$ cat src/rtl/fifo_pkg.sv
// Shared definitions for FIFO controllers: read-scheduler state encoding and an index-width helper.
// Latency: none (declarations only).
// Backpressure: none (declarations only).
package fifo_pkg;

    typedef enum logic [0:0] {
        ST_IDLE   = 1'b0,
        ST_LOCKED = 1'b1
    } rd_state_e;

    // Width of an index able to address n items; never narrower than one bit.
    function automatic int idx_width(input int n);
        return (n > 1) ? $clog2(n) : 1;
    endfunction

endpackage

$ cat src/rtl/fifo_rd_skid.sv
// Two-entry in-order output buffer with a registered head (out_vld/out_dat come straight from flops).
// Latency: a word pushed in cycle t is presented from cycle t+1.
// Backpressure: head holds stable while out_vld && !out_rdy; the producer must not push into a full buffer.
module fifo_rd_skid #(
    parameter int W = 8
) (
    input  logic         clk,
    input  logic         rst_n,
    input  logic         push_vld,
    input  logic [W-1:0] push_dat,
    output logic         out_vld,
    output logic [W-1:0] out_dat,
    input  logic         out_rdy,
    output logic [1:0]   count
);

    logic [W-1:0] head_q;
    logic [W-1:0] tail_q;
    logic         head_vld_q;
    logic         tail_vld_q;
    logic         pop;

    assign pop     = head_vld_q && out_rdy;
    assign out_vld = head_vld_q;
    assign out_dat = head_q;
    assign count   = {1'b0, head_vld_q} + {1'b0, tail_vld_q};

    // Head/tail update: the tail only ever refills the head, so ordering is preserved.
    always_ff @(posedge clk or negedge rst_n) begin
        if (!rst_n) begin
            head_q     <= '0;
            tail_q     <= '0;
            head_vld_q <= 1'b0;
            tail_vld_q <= 1'b0;
        end else if (!head_vld_q) begin
            if (push_vld) begin
                head_q     <= push_dat;
                head_vld_q <= 1'b1;
            end
        end else if (!tail_vld_q) begin
            if (pop && push_vld) begin
                head_q <= push_dat;
            end else if (pop) begin
                head_vld_q <= 1'b0;
            end else if (push_vld) begin
                tail_q     <= push_dat;
                tail_vld_q <= 1'b1;
            end
        end else if (pop) begin
            head_q <= tail_q;
            if (push_vld) begin
                tail_q <= push_dat;
            end else begin
                tail_vld_q <= 1'b0;
            end
        end
    end

endmodule

$ cat src/rtl/fifo_rd_sched.sv
// Round-robin burst scheduler draining NUM_SRC registered-read FIFOs into one tagged valid/ready stream.
// Latency: o_rd_en in cycle t -> word in the output buffer at end of t+1 -> o_valid from t+2.
// Backpressure: reads are credit-limited to the 2-entry buffer, so i_ready low stops reads with no overflow.
module fifo_rd_sched
    import fifo_pkg::*;
#(
    parameter  int DATA_WIDTH = 8,
    parameter  int NUM_SRC    = 4,
    parameter  int BURST_LEN  = 2,
    localparam int SRC_W      = idx_width(NUM_SRC)
) (
    input  logic                          clk,
    input  logic                          rst_n,
    input  logic [NUM_SRC-1:0]            i_empty,
    output logic [NUM_SRC-1:0]            o_rd_en,
    input  logic [NUM_SRC*DATA_WIDTH-1:0] i_rd_data,
    output logic                          o_valid,
    output logic [DATA_WIDTH-1:0]         o_data,
    output logic [SRC_W-1:0]              o_src,
    input  logic                          i_ready,
    output logic                          o_busy
);

    localparam int                CNT_W     = $clog2(BURST_LEN + 1);
    localparam logic [SRC_W-1:0]  LAST_SRC  = SRC_W'(NUM_SRC - 1);
    localparam logic [CNT_W-1:0]  BURST_MAX = CNT_W'(BURST_LEN);
    localparam logic [CNT_W-1:0]  CNT_ONE   = CNT_W'(1);

    rd_state_e              state_q, state_d;
    logic [SRC_W-1:0]       owner_q, owner_d;
    logic [CNT_W-1:0]       burst_q, burst_d;
    logic                   inflight_q;
    logic [NUM_SRC-1:0]     rd_en;
    logic [1:0]             buf_count;
    logic [1:0]             credit_sum;
    logic                   pop;
    logic                   credit_ok;
    logic                   pick_ok;
    logic [SRC_W-1:0]       pick;
    logic [SRC_W+DATA_WIDTH-1:0] push_dat;
    logic [SRC_W+DATA_WIDTH-1:0] head_dat;

    // First requester after 'last' in cyclic order; 'last' itself is considered at the very end.
    function automatic logic [SRC_W:0] rr_pick(input logic [NUM_SRC-1:0] req,
                                               input logic [SRC_W-1:0]   last);
        logic             found;
        logic [SRC_W-1:0] idx;
        int               c;
        found = 1'b0;
        idx   = '0;
        for (int i = 1; i <= NUM_SRC; i++) begin
            c = (int'(last) + i) % NUM_SRC;
            if (!found && req[c]) begin
                found = 1'b1;
                idx   = SRC_W'(c);
            end
        end
        return {found, idx};
    endfunction

    // Buffer occupancy plus the in-flight read never exceeds 2, so the 2-bit sum cannot wrap.
    assign pop             = o_valid && i_ready;
    assign credit_sum      = buf_count + {1'b0, inflight_q};
    assign credit_ok       = (credit_sum - {1'b0, pop}) < 2'd2;
    assign {pick_ok, pick} = rr_pick(~i_empty, owner_q);

    // Next-state, owner/burst update and read-enable selection.
    always_comb begin
        state_d = state_q;
        owner_d = owner_q;
        burst_d = burst_q;
        rd_en   = '0;
        if (credit_ok) begin
            if (state_q == ST_LOCKED && !i_empty[owner_q] && burst_q < BURST_MAX) begin
                rd_en[owner_q] = 1'b1;
                burst_d        = burst_q + CNT_ONE;
            end else if (pick_ok) begin
                rd_en[pick] = 1'b1;
                owner_d     = pick;
                burst_d     = CNT_ONE;
                state_d     = ST_LOCKED;
            end else begin
                state_d = ST_IDLE;
            end
        end
    end

    // Read enables are forced low while reset is held so no FIFO is popped during reset.
    assign o_rd_en = rst_n ? rd_en : '0;

    // Scheduler state; owner only moves when a read is issued, so it also names the in-flight source.
    always_ff @(posedge clk or negedge rst_n) begin
        if (!rst_n) begin
            state_q    <= ST_IDLE;
            owner_q    <= LAST_SRC;
            burst_q    <= '0;
            inflight_q <= 1'b0;
        end else begin
            state_q    <= state_d;
            owner_q    <= owner_d;
            burst_q    <= burst_d;
            inflight_q <= |rd_en;
        end
    end

    assign push_dat = {owner_q, i_rd_data[int'(owner_q)*DATA_WIDTH +: DATA_WIDTH]};

    fifo_rd_skid #(
        .W (SRC_W + DATA_WIDTH)
    ) u_skid (
        .clk      (clk),
        .rst_n    (rst_n),
        .push_vld (inflight_q),
        .push_dat (push_dat),
        .out_vld  (o_valid),
        .out_dat  (head_dat),
        .out_rdy  (i_ready),
        .count    (buf_count)
    );

    assign o_data = head_dat[DATA_WIDTH-1:0];
    assign o_src  = head_dat[DATA_WIDTH +: SRC_W];
    assign o_busy = inflight_q || (buf_count != 2'd0);

endmodule

$ cat config.mk
export PLATFORM = sky130hd
export DESIGN_NAME = fifo_rd_sched
export DESIGN_NICKNAME = d
export VERILOG_FILES = /design/src/rtl/fifo_pkg.sv /design/src/rtl/fifo_rd_skid.sv /design/src/rtl/fifo_rd_sched.sv
export SDC_FILE = /design/constraint.sdc
export NUM_CORES = 1
export LEC_CHECK = 0
export ABC_AREA = 1
export BUFFER_PORTS_ARGS = -buffer_cell sky130_fd_sc_hd__buf_2
export CAP_MARGIN = 20
export CORE_UTILIZATION = 40
export DETAILED_ROUTE_END_ITERATION = 8
export GPL_ROUTABILITY_DRIVEN = 0
export PLACE_DENSITY = 0.62
export SLEW_MARGIN = 40
export SYNTH_ARGS = -nofsm -noshare
export SYNTH_HDL_FRONTEND = slang
export SYNTH_SLANG_ARGS = --single-unit
$ cat constraint.sdc
create_clock -name clk -period 6.5 [get_ports clk]
set_input_delay 0.65 -clock clk [delete_from_list [all_inputs] [get_ports clk]]
set_output_delay 0.65 -clock clk [all_outputs]
set_load 0.01 [all_outputs]
==> reports/results.txt <==
period utilization: 55.4%
post-route ant nets: 0
Pre-antenna DRT Iters: 8
library cells used by synthesis: 31
Syn. warnings: 0
WL final: 4560 um
met3 global-route usage: 2.56%
GR Util met2: 31.6%
fin util: 50.6%
Tot GR Track Use: 19.0%
post-cts resize count: 0
WS Path Type: reg -> out
Cells after Synth: 265
Clk Tree Root Cell: clkbuf_8
largest net degree at the start of global routing: 30
min cycle time layout: 3600 ps
FP Rows: 24
nets: 360
Worst R2R Setup Slack: 3920 ps
post-synth top area share: 34.2%
postcts setup bufs: 0
met1 Use GR: 26.5%
Max Slew Vio Count: 0
CTS tree: done
Area growth, synth to finish: 18.9%
initial antenna violation count: 0
worst skew pair latency: 280 ps
total number of vias: 1834
largest cells by area after synthesis: dfrtp_1 (34%), nand2_1 (12%), o21ai_0 (7.6%), nor2_1 (6.9%), ha_1 (4.6%)
global route overflow: 0
port bufs: 54
Min Hold Slack: 382 ps
Vias/cell: 5.02
Max Cap Viol: 0
FF-to-FF End: inflight_q
# fillers: 461
most frequent cells in the layout: nand2_1 (59), buf_2 (54), nor2_1 (35)
Worst IR Drop VDD: 0.192 mV
n_diodes: 0
final setup TNS: 0 ps
commonest non-fill, non-tap cell in the layout: nand2_1
RSZ-0062 raised after global routing: false
CP endpoint kind: output pin
sequential share of the synthesized area: 36.9%
Starting Density: 42.5%
Post-Synthesis Cell Area: 1900 sq um
hold buffer count at CTS: 0
Final Non-Filler Cells: 365
Power Density: 639 nW/um^2
placed cells: 361
Req. time, crit path: 5850 ps
first-pass GRT wire length: 7700 um
leading area contributor after synthesis: dfrtp_1
Worst R2R Start: owner_q[0]
failing checks: DRC
routed length per instance: 12.5 um
io pins: 55
post-synthesis register bit count: 28
Max clock buf depth: 2
Final Skew: 4.54 ps
HP Class: in -> async
clock slew at reported path FFs: 110 ps
crit start category: flop
1st-iter DRT viols: 104
Syn Nets: 311
die width: 71.0 um
CP max FO: 28
# DRC: 4
CP arrival: 2950 ps
Die Y-Extent: 71.0 um
number of global-route vias before repair: 1712
Die ar.: 5040 sq um
GRT busiest layer: met2
relative slew slack: 56.5%
post-DP HPWL: 3320 um
LEAKAGE: 1.21 nW
H-tree Lvls: 1
Least-Margin Pin Slew: 652 ps
core box area: 4470 sq um
final hold vios: 0
setup violators final: 0
CTS Buf Count: 3
R2R depth: 11
Clock Sinks: 28
synthesized area per cell: 7.18 sq um
share of cells above drive strength 1: 27.5%
f_max: 278 MHz
outcome: complete, but fails checks
-- cells by family after synthesis --
kind of cell             count (synthesis)  share of synthesized area, %
adder cells (fa/ha/maj)                  7                          4.60
AND/OR/NAND/NOR                        126                          29.9
flip-flops                              28                          36.9
AO/OA/AOI/OAI                           62                          17.6
multiplexers                             3                          1.78
buffers and inverters                   37                          8.22
XOR/XNOR                                 2                         0.921
-- cell type report --
cell class | count | area [sq um] | share of cell area, %
well taps | 52 | 65.1 | 2.87
flip-flops and latches | 28 | 703 | 31.1
multi-input cells | 200 | 1050 | 46.3
clock buffers | 3 | 41.3 | 1.82
clock inverters | 1 | 30.0 | 1.33
repair buffers | 54 | 270 | 11.9
inverters | 27 | 106 | 4.70
-- registers in the layout (all words and copies together), names as in the netlist --
signal,cells
state_q,1
owner_q,2
burst_q,2
u_skid.out_dat,10
u_skid.out_vld,1
u_skid.tail_q,10
u_skid.tail_vld_q,1
inflight_q,1
-- per-stage QoR --
stage | area, sq um | worst slack, ps | power (W)
2_1_floorplan | 1900 | 3510 | 0.00110
3_3_place_gp | 2190 | 3310 | 0.00129
3_5_place_dp | 2190 | 3230 | 0.00130
4_1_cts | 2260 | 2920 | 0.00145
5_1_grt | 2260 | 2660 | 0.00161
6_report | 2260 | 2900 | 0.00145
-- cell usage after synthesis --
master / n
inv_1: 22
inv_6: 1
nor2_1: 35
buf_2: 4
o21ai_1: 3
or2_4: 1
a21boi_0: 1
nand4_1: 3
o21a_1: 1
nand2_2: 8
o21ai_2: 2
nand2_1: 59
nand3_2: 3
xnor2_1: 1
clkbuf_1: 5
nand3_1: 13
a31oi_1: 2
xor2_1: 1
a21oi_1: 16
nor2_2: 1
mux2_2: 3
dfrtp_1: 26
and2_1: 1
o21ai_0: 29
buf_6: 1
inv_2: 4
dfstp_2: 2
ha_1: 7
o22ai_1: 8
nand2_4: 1
nor2_8: 1
-- routing by layer --
layer | up-vias | wire (um)
met5 | - | 0
met4 | 0 | 26
met3 | 2 | 174
met2 | 36 | 2070
met1 | 835 | 2290
li1 | 961 | -
-- worst max-delay path by stage --
stage | slack [ps] | from | end
3_3_place_gp | 3310 | owner_q[0] | o_rd_en[0]
5_1_grt | 2660 | owner_q[0] | o_rd_en[0]
6_report | 2900 | owner_q[0] | o_rd_en[0]
2_1_floorplan | 3510 | owner_q[0] | o_rd_en[0]
3_5_place_dp | 3230 | owner_q[0] | o_rd_en[0]
4_1_cts | 2920 | owner_q[0] | o_rd_en[0]
-- power by group --
group | total [W] | internal (W) | switching [W] | leakage [nW]
registers | 0.000359 | 0.000278 | 0.0000811 | 0.320
logic | 0.000945 | 0.000346 | 0.000599 | 0.854
clock network | 0.000143 | 0.0000825 | 0.0000600 | 0.0357
-- worst max-delay path, stage by stage, from the launching register on --
cell and delay [ps]:
dfstp_2 870, inv_6 180, ha_1 380, inv_1 140
nand3_2 100, a21boi_0 260, nand2_1 90, nor2_1 180
nand3_1 110, nand2_1 70, nand2_1 60, nor2_1 70
buf_2 130
(Power assumes the default switching activity.)
